### src/rtl/jtframe_romrq.sv
// jtframe_romrq: read-only SDRAM slot front-end with a one- or two-line cache.
// Each fetch brings in a 32-bit line (two 16-bit SDRAM words at an even word
// address), so neighbouring slot addresses are served without a new request.
//
// Ports
//   clk, rst          clock, asynchronous active-high reset
//   clr               synchronous cache invalidate
//   offset            SDRAM word offset added to every request address
//   addr, addr_ok     slot address (DW-sized units) and chip select
//   sdram_addr, req   request word address and fetch request to the arbiter
//   din, dst, din_ok  SDRAM burst data: low word strobe, high word / done strobe
//   we                this slot owns the current burst
//   data_ok, dout     read data and its valid flag
module jtframe_romrq #(
  parameter int SDRAMW  = 22,
  parameter int AW      = 18,
  parameter int DW      = 8,
  parameter int LATCH   = 0,
  parameter int DOUBLE  = 0,
  parameter int OKLATCH = 1
) (
  input  logic              clk,
  input  logic              rst,
  input  logic              clr,
  input  logic [SDRAMW-1:0] offset,
  input  logic [AW-1:0]     addr,
  input  logic              addr_ok,
  output logic [SDRAMW-1:0] sdram_addr,
  input  logic [15:0]       din,
  input  logic              dst,
  input  logic              din_ok,
  input  logic              we,
  output logic              req,
  output logic              data_ok,
  output logic [DW-1:0]     dout
);

  localparam int TW = SDRAMW - 1;

  logic [TW-1:0] tag;
  logic [31:0]   line;
  logic [DW-1:0] dsel;

  logic [1:0]    valid_q, valid_d;
  logic [TW-1:0] tag_q  [2];
  logic [31:0]   data_q [2];
  logic [15:0]   low_q;
  logic          ptr_q;
  logic          victim, fill, hit0, hit1, hit;

  // Line tag and the DW-sized slice of the line addressed by addr.
  generate
    if (DW == 8) begin : g_dw8
      assign tag  = TW'(addr >> 2);
      assign dsel = line[{addr[1:0], 3'd0} +: 8];
    end else if (DW == 16) begin : g_dw16
      assign tag  = TW'(addr >> 1);
      assign dsel = line[{addr[0], 4'd0} +: 16];
    end else begin : g_dw32
      assign tag  = TW'(addr);
      assign dsel = line;
    end
  endgenerate

  assign sdram_addr = offset + {tag, 1'b0};

  assign hit0   = valid_q[0] && (tag_q[0] == tag);
  assign hit1   = valid_q[1] && (tag_q[1] == tag);
  assign hit    = addr_ok && (hit0 || hit1);
  assign line   = hit0 ? data_q[0] : data_q[1];
  assign fill   = we && din_ok;
  // Single-entry cache always refills entry 0; entry 1 then never becomes valid.
  assign victim = (DOUBLE != 0) ? ptr_q : 1'b0;
  assign req    = addr_ok && !hit && !fill;

  // clr wipes every entry, but a fill landing in the same cycle survives.
  always_comb begin
    valid_d = clr ? '0 : valid_q;
    if (fill) valid_d[victim] = 1'b1;
  end

  always_ff @(posedge clk or posedge rst) begin
    if (rst) begin
      valid_q <= '0;
      low_q   <= '0;
      ptr_q   <= 1'b0;
      for (int unsigned i = 0; i < 2; i++) begin
        tag_q[i]  <= '0;
        data_q[i] <= '0;
      end
    end else begin
      valid_q <= valid_d;
      if (we && dst) low_q <= din;
      if (fill) begin
        tag_q[victim]  <= tag;
        data_q[victim] <= {din, low_q};
        if (DOUBLE != 0) ptr_q <= ~ptr_q;
      end
    end
  end

  generate
    if (LATCH != 0) begin : g_dout_reg
      logic [DW-1:0] dout_q;
      always_ff @(posedge clk or posedge rst) begin
        if (rst)      dout_q <= '0;
        else if (hit) dout_q <= dsel;
      end
      assign dout = dout_q;
    end else begin : g_dout_comb
      assign dout = dsel;
    end
  endgenerate

  generate
    if (OKLATCH == 0) begin : g_ok_comb
      assign data_ok = hit;
    end else if (LATCH != 0) begin : g_ok_lat
      logic ok_q, ok2_q;
      always_ff @(posedge clk or posedge rst) begin
        if (rst) begin
          ok_q  <= 1'b0;
          ok2_q <= 1'b0;
        end else begin
          ok_q  <= hit;
          ok2_q <= ok_q;
        end
      end
      // ok2_q aligns with the registered dout; ANDing ok_q drops the flag
      // one cycle after an address change instead of two.
      assign data_ok = addr_ok && ok_q && ok2_q;
    end else begin : g_ok_reg
      logic ok_q;
      always_ff @(posedge clk or posedge rst) begin
        if (rst) ok_q <= 1'b0;
        else     ok_q <= hit;
      end
      assign data_ok = addr_ok && ok_q;
    end
  endgenerate

endmodule

### config.mk
export PLATFORM = sky130hd
export DESIGN_NAME = jtframe_romrq
export DESIGN_NICKNAME = d
export VERILOG_FILES = /design/src/rtl/jtframe_romrq.sv
export SDC_FILE = /design/constraint.sdc
export NUM_CORES = 1
export LEC_CHECK = 0
export BUFFER_PORTS_ARGS = -buffer_cell sky130_fd_sc_hd__buf_2
export CAP_MARGIN = 10
export CORE_UTILIZATION = 40
export DETAILED_ROUTE_END_ITERATION = 7
export GPL_TIMING_DRIVEN = 0
export PLACE_DENSITY_LB_ADDON = 0.05
export SLEW_MARGIN = 10
export SYNTH_ARGS = -nofsm -noshare
export SYNTH_HDL_FRONTEND = slang
export SYNTH_SLANG_ARGS = --single-unit
### constraint.sdc
create_clock -name clk -period 2.38 [get_ports clk]
set_input_delay 0.119 -clock clk [delete_from_list [all_inputs] [get_ports clk]]
set_output_delay 0.119 -clock clk [all_outputs]
set_load 0.01 [all_outputs]
; Word-level counts from Yosys, hierarchy flattened
; Index checks and enable logic that the tools add are counted.
[totals]
ramBits = 0
latchBits = 0
inputBits = 63
reg_bits = 67
mem_bits_ro = 0
memories = 0
out_inout_bits = 32
wordCells = 25
[op_classes]
addsub = 1
bitwise_logic = 0
n_lt_le_gt_ge = 0
mul = 0
n_reduce_logical = 13
n_mux = 3
n_div = 0
eq_ne = 1
n_shift = 1
[ops]
columns = cell, n
row1 = 32-bit 2-to-1 mux, 1
row2 = 32-bit by 6-bit indexed part select with 8-bit output, 1
row3 = 22-bit by 17-bit adder with 22-bit output, 1
row4 = 16-bit equality test, 1
row5 = 16-bit zero test, 1
row6 = 1-bit logical AND, 8
row7 = 1-bit zero test, 2
row8 = 2-bit 2-to-1 mux, 1
row9 = 2-bit nonzero test, 1
row10 = 1-bit logical OR, 1
row11 = 1-bit 2-to-1 mux, 1

; Logic depth before layout (Yosys ltp)
; Gate-level depths: netlist of run 1.
[depth]
word_depth = 7
depth_mapped = 8
mapped_depth_nobuf = 8

; Worst setup path before layout of run 1
; OpenSTA, ideal clock, no wires.
[synth_path]
path_kind = input port to output port
from = input port offset[1]
to = output port sdram_addr[15]
path_buffers = 0
arrival_ps = 1670
cell_stages = 8
path_slack_ps = 591
t_required_ps = 2261
path_cell_list = ha_1 -> fa_1 -> a21oi_1 -> nand4b_1 -> a21oi_2 -> o211ai_1 -> mux2i_1 -> nand3_1
[synth_via]
elab_chain_len = 1
[synth_rtl]
columns = item, line_no
row1 = from (decl), 25  ; input logic [SDRAMW-1:0] offset,
row2 = 22-bit by 17-bit adder with 22-bit output, 65  ; assign sdram_addr = offset + {tag, 1'b0};
row3 = to (decl), 28  ; output logic [SDRAMW-1:0] sdram_addr,
; Every way passes these cells.

; Final worst setup path of run 1
[layout_path]
from = input port addr[2]
to = output port sdram_addr[15]
[layout_via]
elab_chain_len = 1
[layout_rtl]
columns = item, line_no
row1 = from (decl), 26  ; input logic [AW-1:0] addr,
row2 = 22-bit by 17-bit adder with 22-bit output, 65
; Every way passes these cells.

==> key figures, run 1 <==
Logic synthesis
  • EDFF count, synth: 0
  • Ys Warns: 0
  • Synth Area in Simple Gates: under 10%
  • Synth Flop Type: dfrtp_1
  • Seq/Total Area, Yosys: 43.49%
  • Async set or reset register ratio after synthesis: 100.0%
  • Synth top cells by count: 66 x dfrtp_1, 64 x mux2_2, 26 x xnor2_1
  • Complex-gate fraction of the synthesized area: between 10% and 20%
  • Largest family of logic cells by synthesized area: multiplexers
  • Yosys top cell area share: 43.49%
  • Post-synth top area cell: dfrtp_1
  • Most frequent cell after synthesis: dfrtp_1
  • Post-synthesis adder-cell area fraction: 5.799%
  • Synthesized cell area: 3797 um2
  • Post-synthesis mux area share: about a quarter
  • Avg Cell Area, Syn: 12.33 um2
  • Synth top area cells: dfrtp_1 43%, mux2_2 19%, xnor2_1 6.0%, ha_1 5.3%, mux4_2 4.7%
  • Synth Area in XOR/XNOR: 7.611%
  • Post-Synthesis Cells: a little over 300
  • Syn Nets: 388
  • Synth Register Bits: between 60 and 70
  • Cell variety after synth: 45

GRT
  • Global route overflow: 0
  • Largest net degree at the start of global routing: 39
  • Vias in the first global route: 2678
  • Initial antenna violation count: 0
  • Gr usage total: 17.18%
  • First-pass GRT wire length: approximately 13000 um

Worst setup path
  • CP Class: in2out
  • Critical path capture point type: output pin
  • Req. time, crit path: 2260 ps
  • CP startpoint kind: input pin
  • Crit-path max FO: 3
  • Crit path arrival time: 2060 ps

Placement
  • # port buffers: 91
  • Area after DPL: 4414 um2
  • Worst slack, placed: 122.8 ps
  • Global placer's final weighted congestion: ~0.81
  • Post-DP HPWL: 6017 um

Timing
  • Fin crit period: 2181 ps
  • Slew @ Worst Pin: between 700 and 800 ps
  • RSZ-0062 raised after global routing: false
  • Setup ws final: 199.1 ps
  • Period utilization: around nine tenths
  • Max-slew headroom: between 50 and 60%
  • Worst Hold Slack: roughly 28 ps
  • Clock Skews: 5.767 ps
  • Fmax: 458.5 MHz
  • Setup violators final: 0
  • Final Max Tran Viols: 0
  • Final Hold Fails: 0

Die
  • Die width: 99.44 um
  • Die height: 99.44 um
  • Row Count: 35
  • Initial Utilization: 41.29%
  • Core Region: ~9200 um2
  • DIE AREA: just under 10000 um2
  • Top Ports: 95

Routing
  • Via count: 2733
  • DRT Pass-1 Iters: 4
  • Routed wire per std cell: 14.94 um
  • Starting DRT DRC Count: 70
  • Post-DR vias/cell: 5.147
  • DRC violations left: 0
  • Remaining antenna violation count after routing: 0
  • Post-Route WL: roughly 7900 um

Clock tree
  • CTS tree: yes
  • TritonCTS Buffers: 9
  • Clock Sinks: 66
  • H-tree depth: 3
  • Longest Clk Path Bufs: 2
  • Reg clk slew, reported paths: approximately 70 ps
  • Clk root buf: clkbuf_8
  • Worst-Skew Late Latency: 330 ps

Final layout
  • Design area: around 4600 um2
  • Ratio of cells with drive above 1 in the final layout: a little under half
  • P&R area growth vs syn: 22.08%
  • Nets@finish: a little under 500
  • Ant. Diodes: 0

Worst hold path
  • Hold crit path type: in2reg

Power
  • Pwr Density: between 600 and 700 nW/um2
  • Max VDD drop: 0.0003481 V
  • P_leak: 2.095 nW

Run
  • Max-Cap Viols: 0

Outcome
  • Status: completed
[routing by layer]
| layer | wire length (um) | track usage [%] |
|---|---|---|
| met5 | 0 | 0 |
| met4 | 117 | 6.787 |
| met3 | 341 | 4.076 |
| met2 | 3846 | 29.11 |
| met1 | 3629 | 21.20 |
[path summary, 6_finish.rpt]
check	depth (start not counted)	slack, ps	to	start
setup / recovery	10	200	sdram_addr[15]	addr[2]
max in group asynchronous	4	1540	low_q[8]$_DFFE_PP0P_	rst
hold / removal	2	30	low_q[1]$_DFFE_PP0P_	din[1]
hold reg to reg	1	500	low_q[7]$_DFFE_PP0P_	low_q[7]$_DFFE_PP0P_
setup reg to reg	6	890	g_ok_reg.ok_q$_DFF_PP0_	tag_q[22]$_DFFE_PP0P_
min in group asynchronous	3	310	data_q[61]$_DFFE_PP0P_	rst
[critical path, stage by stage]
cell and delay (ps):
buf_2 120, ha_1 240, fa_2 380, a21oi_2 160
nand4b_1 210, a21oi_2 120, o211ai_1 250, mux2i_1 220
nand3_1 100, buf_2 150
[cell usage in the layout, fill, tap and decap left out, types with 7 or more instances in the layout]
master     n
xnor2_1   26
buf_2     94
nor2_1     8
ha_1      16
mux4_2     8
clkbuf_8  11
xor2_1     7
dfrtp_1   66
a21oi_1   14
nor2b_1   11
nand2_1   15
mux2_2    64
[sequential cells by signal, summed over array words and instances, names as in the netlist]
register       cells
g_ok_reg.ok_q      1
tag_q             16
low_q             16
valid_q            1
data_q            32
[stage by stage]
| step | instances | power (mW) | utilization, % | TNS (ps) |
|---|---|---|---|---|
| 5_1_grt | 531 | 3.210 | 50.41 | 0 |
| 3_3_place_gp | 510 | 2.210 | 47.76 | -15750 |
| 6_report | 531 | 3.023 | 50.41 | 0 |
| 2_1_floorplan | 308 | 1.982 | - | 0 |
| 4_1_cts | 531 | 3.074 | 50.34 | 0 |
| 3_5_place_dp | 511 | 2.235 | 48.00 | 0 |
[area by class of cell]
class,count,area (um2)
multi-input cells,226,2077
clock buffers,12,155.1
fillers,875,4561
flip-flops and latches,66,1652
clock inverters,3,15.01
inverters,4,17.52
well taps,111,138.9
repair buffers,97,520.5
plain buffers,12,60.06
[cells by family after synthesis]
kind of cell    count (synthesis)
compound gates                 51
xor+xnor                       33
fa+ha+maj                      17
buf+inv                        16
flops                          66
mux                            73
simple gates                   52
[power breakdown]
part           total [mW]  internal [mW]  switching [mW]
Combinational       0.802          0.447           0.355
Clock               0.816          0.424           0.392
Sequential           1.41           1.31          0.0952
Total                3.02           2.18           0.842
[what timing repair did]
item / 4_1_cts / 5_1_grt
cloned: 0 / 0
gates resized for setup: 0 / 2
pin swaps: 1 / 1
setup endpoints to repair: 1 / 1
buffers inserted: 2 / 0
endpoints found under the hold margin: 30 / 0
hold buffers: 3 / 0
Note: power is estimated with default switching activity, not from simulation.
==> run 2: changes to the inputs <==
--- a/config.mk
+++ b/config.mk
@@ -5,6 +5,7 @@
 export SDC_FILE = /design/constraint.sdc
 export NUM_CORES = 1
 export LEC_CHECK = 0
+export ABC_AREA = 1
 export BUFFER_PORTS_ARGS = -buffer_cell sky130_fd_sc_hd__buf_2
 export CAP_MARGIN = 10
 export CORE_UTILIZATION = 40
==> run 2 against run 1 <==
Compared with the run above: non-clock buffer count increased by 3; setup slack improved by 260 ps; via count increased by 49%; critical path depth increased by 3; die area increased by 10%; critical endpoint unchanged; largest cell class unchanged; largest power group unchanged.
==> key figures, run 2 <==
Outcome
  • Status: completed

Clock tree
  • CTS tree: yes
  • Setup Buffers After CTS: 0 (-2)
  • Worst-Skew Late Latency: 340 ps (about the same)
  • Longest Clk Path Bufs: 2 (unchanged)
  • Clk root buf: clkbuf_8
  • TritonCTS Buffers: 9 (unchanged)
  • Clock Sinks: 66 (unchanged)
  • H-tree depth: 3 (unchanged)
  • Reg clk slew, reported paths: 70 ps (about the same)

Final layout
  • P&R area growth vs syn: 22.07% (about the same)
  • Ant. Diodes: 0 (unchanged)
  • Largest Register: data_q
  • Max reg flops: 32 (unchanged)
  • Nets@finish: 789 (+59%)
  • Top flop regs: data_q x32, low_q x16, tag_q x16
  • Design area: 5115 um2 (+10%)
  • Most frequent cells in the layout: 195 x nand2_1, 97 x buf_2, 85 x o21ai_0
  • Commonest non-fill, non-tap cell in the layout: nand2_1
  • Ratio of cells with drive above 1 in the final layout: 20.17% (-27 points)

Worst setup path
  • CP max stage delay: 460 ps (+80 ps)
  • CP Cell Sequence: buf_2 -> ha_1 -> fa_1 -> nand2_1 -> nand3_2 -> and2_4 -> nand2_2 -> nand2_2 -> nand2_1 -> nand2_1 -> nand2_1 -> nand2_1 -> buf_2
  • R2R cell count: 7 (+1)
  • Req. time, crit path: 2260 ps (about the same)
  • Most used cell along the critical path: nand2_1
  • Crit path arrival time: 1800 ps (-260 ps)
  • Register-to-register setup slack: 1010 ps (+120 ps)
  • Critical path capture point type: output pin
  • CP Class: in2out
  • Crit-path max FO: 4 (+1)
  • Worst r2r src: tag_q[30]$_DFFE_PP0P_
  • CP startpoint kind: input pin
  • Critical register-to-register path endpoint: g_ok_reg.ok_q$_DFF_PP0_
  • Slowest CP cell: fa_1

Routing
  • DRT Pass-1 Iters: 5 (+1)
  • Starting DRT DRC Count: 217 (+210%)
  • DRC violations left: 0 (unchanged)
  • Post-Route WL: 11590 um (+46%)
  • Post-DR vias/cell: 4.817 (-6.4%)
  • Routed wire per std cell: 13.69 um (-8.4%)
  • Remaining antenna violation count after routing: 0 (unchanged)
  • Via count: 4080 (+49%)

Worst hold path
  • Hold Path Sink: g_ok_reg.ok_q$_DFF_PP0_
  • Hold crit path type: in2reg
  • Hold Path Cell Cnt: 3 (+1)
  • Hold Path Origin: addr_ok

Run
  • Max-Cap Viols: 0 (unchanged)

Timing
  • Final Max Tran Viols: 0 (unchanged)
  • Fmax: 521.4 MHz (+14%)
  • Clock Skews: 7.229 ps (+1.461 ps)
  • Setup ws final: 462.2 ps (+263.2 ps)
  • RSZ-0062 raised after global routing: false
  • Worst Hold Slack: 16.94 ps (-10.83 ps)
  • Final Hold Fails: 0 (unchanged)
  • Max-slew headroom: 56.56% (+6.2 points)
  • Fin crit period: 1918 ps (-263.2 ps)
  • Period utilization: 80.58% (-11 points)
  • Setup violators final: 0 (unchanged)
  • Slew @ Worst Pin: 651.7 ps (-92.73 ps)

GRT
  • Global route overflow: 0 (unchanged)
  • Largest net degree at the start of global routing: 54 (+38%)
  • Met1 Track Usage GR: 33.31% (+12 points)
  • Gr busiest metal: met1
  • Initial antenna violation count: 0 (unchanged)
  • Vias in the first global route: 3768 (+41%)
  • Met3 usage: 3.634% (-0.44 points)
  • Gr usage total: 22.34% (+5.2 points)
  • Met2 Use GR: 33.11% (+4.0 points)
  • First-pass GRT wire length: 19050 um (+47%)

Logic synthesis
  • EDFF count, synth: 0 (unchanged)
  • Cell variety after synth: 31 (-31%)
  • Synth Flop Type: dfrtp_1
  • Avg Cell Area, Syn: 6.961 um2 (-44%)
  • Yosys top cell area share: 39.41% (-4.1 points)
  • Most frequent cell after synthesis: nand2_1
  • Ys Warns: 0 (unchanged)
  • Post-synth top area cell: dfrtp_1
  • Seq/Total Area, Yosys: 39.41% (-4.1 points)
  • Synth top area cells: dfrtp_1 39%, nand2_1 17%, o21ai_0 10%, inv_1 7.5%, ha_1 4.8%
  • Synthesized cell area: 4190 um2 (+10%)
  • Post-Synthesis Cells: 602 (+95%)
  • Syn Nets: 682 (+76%)
  • Synth top cells by count: 195 x nand2_1, 85 x o21ai_0, 84 x inv_1
  • Async set or reset register ratio after synthesis: 100.0% (unchanged)
  • Synth Register Bits: 66 (unchanged)

Die
  • Core Region: 9955 um2 (+8.2%)
  • Die width: 104.4 um (+4.9%)
  • Die height: 104.4 um (+4.9%)
  • DIE AREA: 10890 um2 (+10%)
  • Initial Utilization: 42.09% (+0.80 points)
  • Row Count: 36 (+2.9%)
  • Top Ports: 95 (unchanged)

Power
  • Total Power: 3.288 mW (+8.8%)
  • Max VDD drop: 0.0003322 V (-4.6%)
  • Pwr Density: 642.8 nW/um2 (-1.4%)
  • P_leak: 2.841 nW (+36%)

Placement
  • # port buffers: 93 (+2.2%)
  • Global placer's final weighted congestion: 0.8673 (+6.5%)
  • Post-DP HPWL: 9035 um (+50%)
  • Worst slack, placed: 458.0 ps (+335.2 ps)
  • Area after DPL: 4852 um2 (+9.9%)
## run 2: cell types whose count changed after synthesis, sizes merged, moves of 10 or more
cell / change
inv: +83
xnor2: -26
o21ai: +78
nand2: +193
mux2: -64
nand3: +19
clkbuf: +10
nor2b: -11
nor2: +40
## run 2: timing repair
item / 4_1_cts / 5_1_grt
gates resized for setup: 0 / 0
hold buffers: 2 / 0
hold endpoints to repair: 40 / 0
## run 2: worst max-delay path, delay by kind of cell
kind,cells,cell delay [ps]
buffers and inverters,2,260
adders and majority gates,2,690
and+or+nand+nor,9,730
## run 2: where the power goes
part	total, mW	switching (mW)	internal, mW
clock network	1.14	0.445	0.700
logic	0.795	0.493	0.302
registers	1.35	0.0805	1.27
## run 2: final cells by class
cell class,instances,area (um2)
clock inverters,6,115.1
multi-input cells,433,2141
plain buffers,16,71.32
clock buffers,10,127.6
repair buffers,96,513.0
inverters,87,329.1
fillers,1079,4840
well taps,133,166.4
flip-flops and latches,66,1652
## run 2: worst max path at each step
stage / startpoint / end / slack [ps] / depth (start not counted)
finish: addr[2] / sdram_addr[15] / 460 / 13
global route: tag_q[30]$_DFFE_PP0P_ / dout[7] / 280 / 8
CTS: tag_q[30]$_DFFE_PP0P_ / dout[7] / 450 / 8
detailed placement: addr[2] / sdram_addr[15] / 460 / 13
global placement: rst / data_q[56]$_DFFE_PP0P_ / -260 / 2
floorplan: rst / data_q[32]$_DFFE_PP0P_ / 610 / 1
## run 2: routing by layer
metal  share of wire [%]  routed length, um  up-vias
li1                    -                  -     2096
met1                  50               5797     1863
met2                  43               4994      109
met3                 5.5                637       12
met4                 1.4                163        0
met5                   0                  0        -
## run 2: kinds of logic after synthesis
kind of cell	share of synthesized area [%]
DFF	39.41
and+or+nand+nor	29.41
xor gates and xnor gates	3.315
buffers and inverters	9.495
adders and majority gates	5.255
AOI/OAI and AO/OA	13.11
## run 2: through the flow
stage	util (%)	TNS [ps]	instances
2_1_floorplan	-	0	602
3_3_place_gp	48.44	-16690	828
3_5_place_dp	48.74	0	829
4_1_cts	51.38	0	847
5_1_grt	51.38	0	847
6_report	51.38	0	847
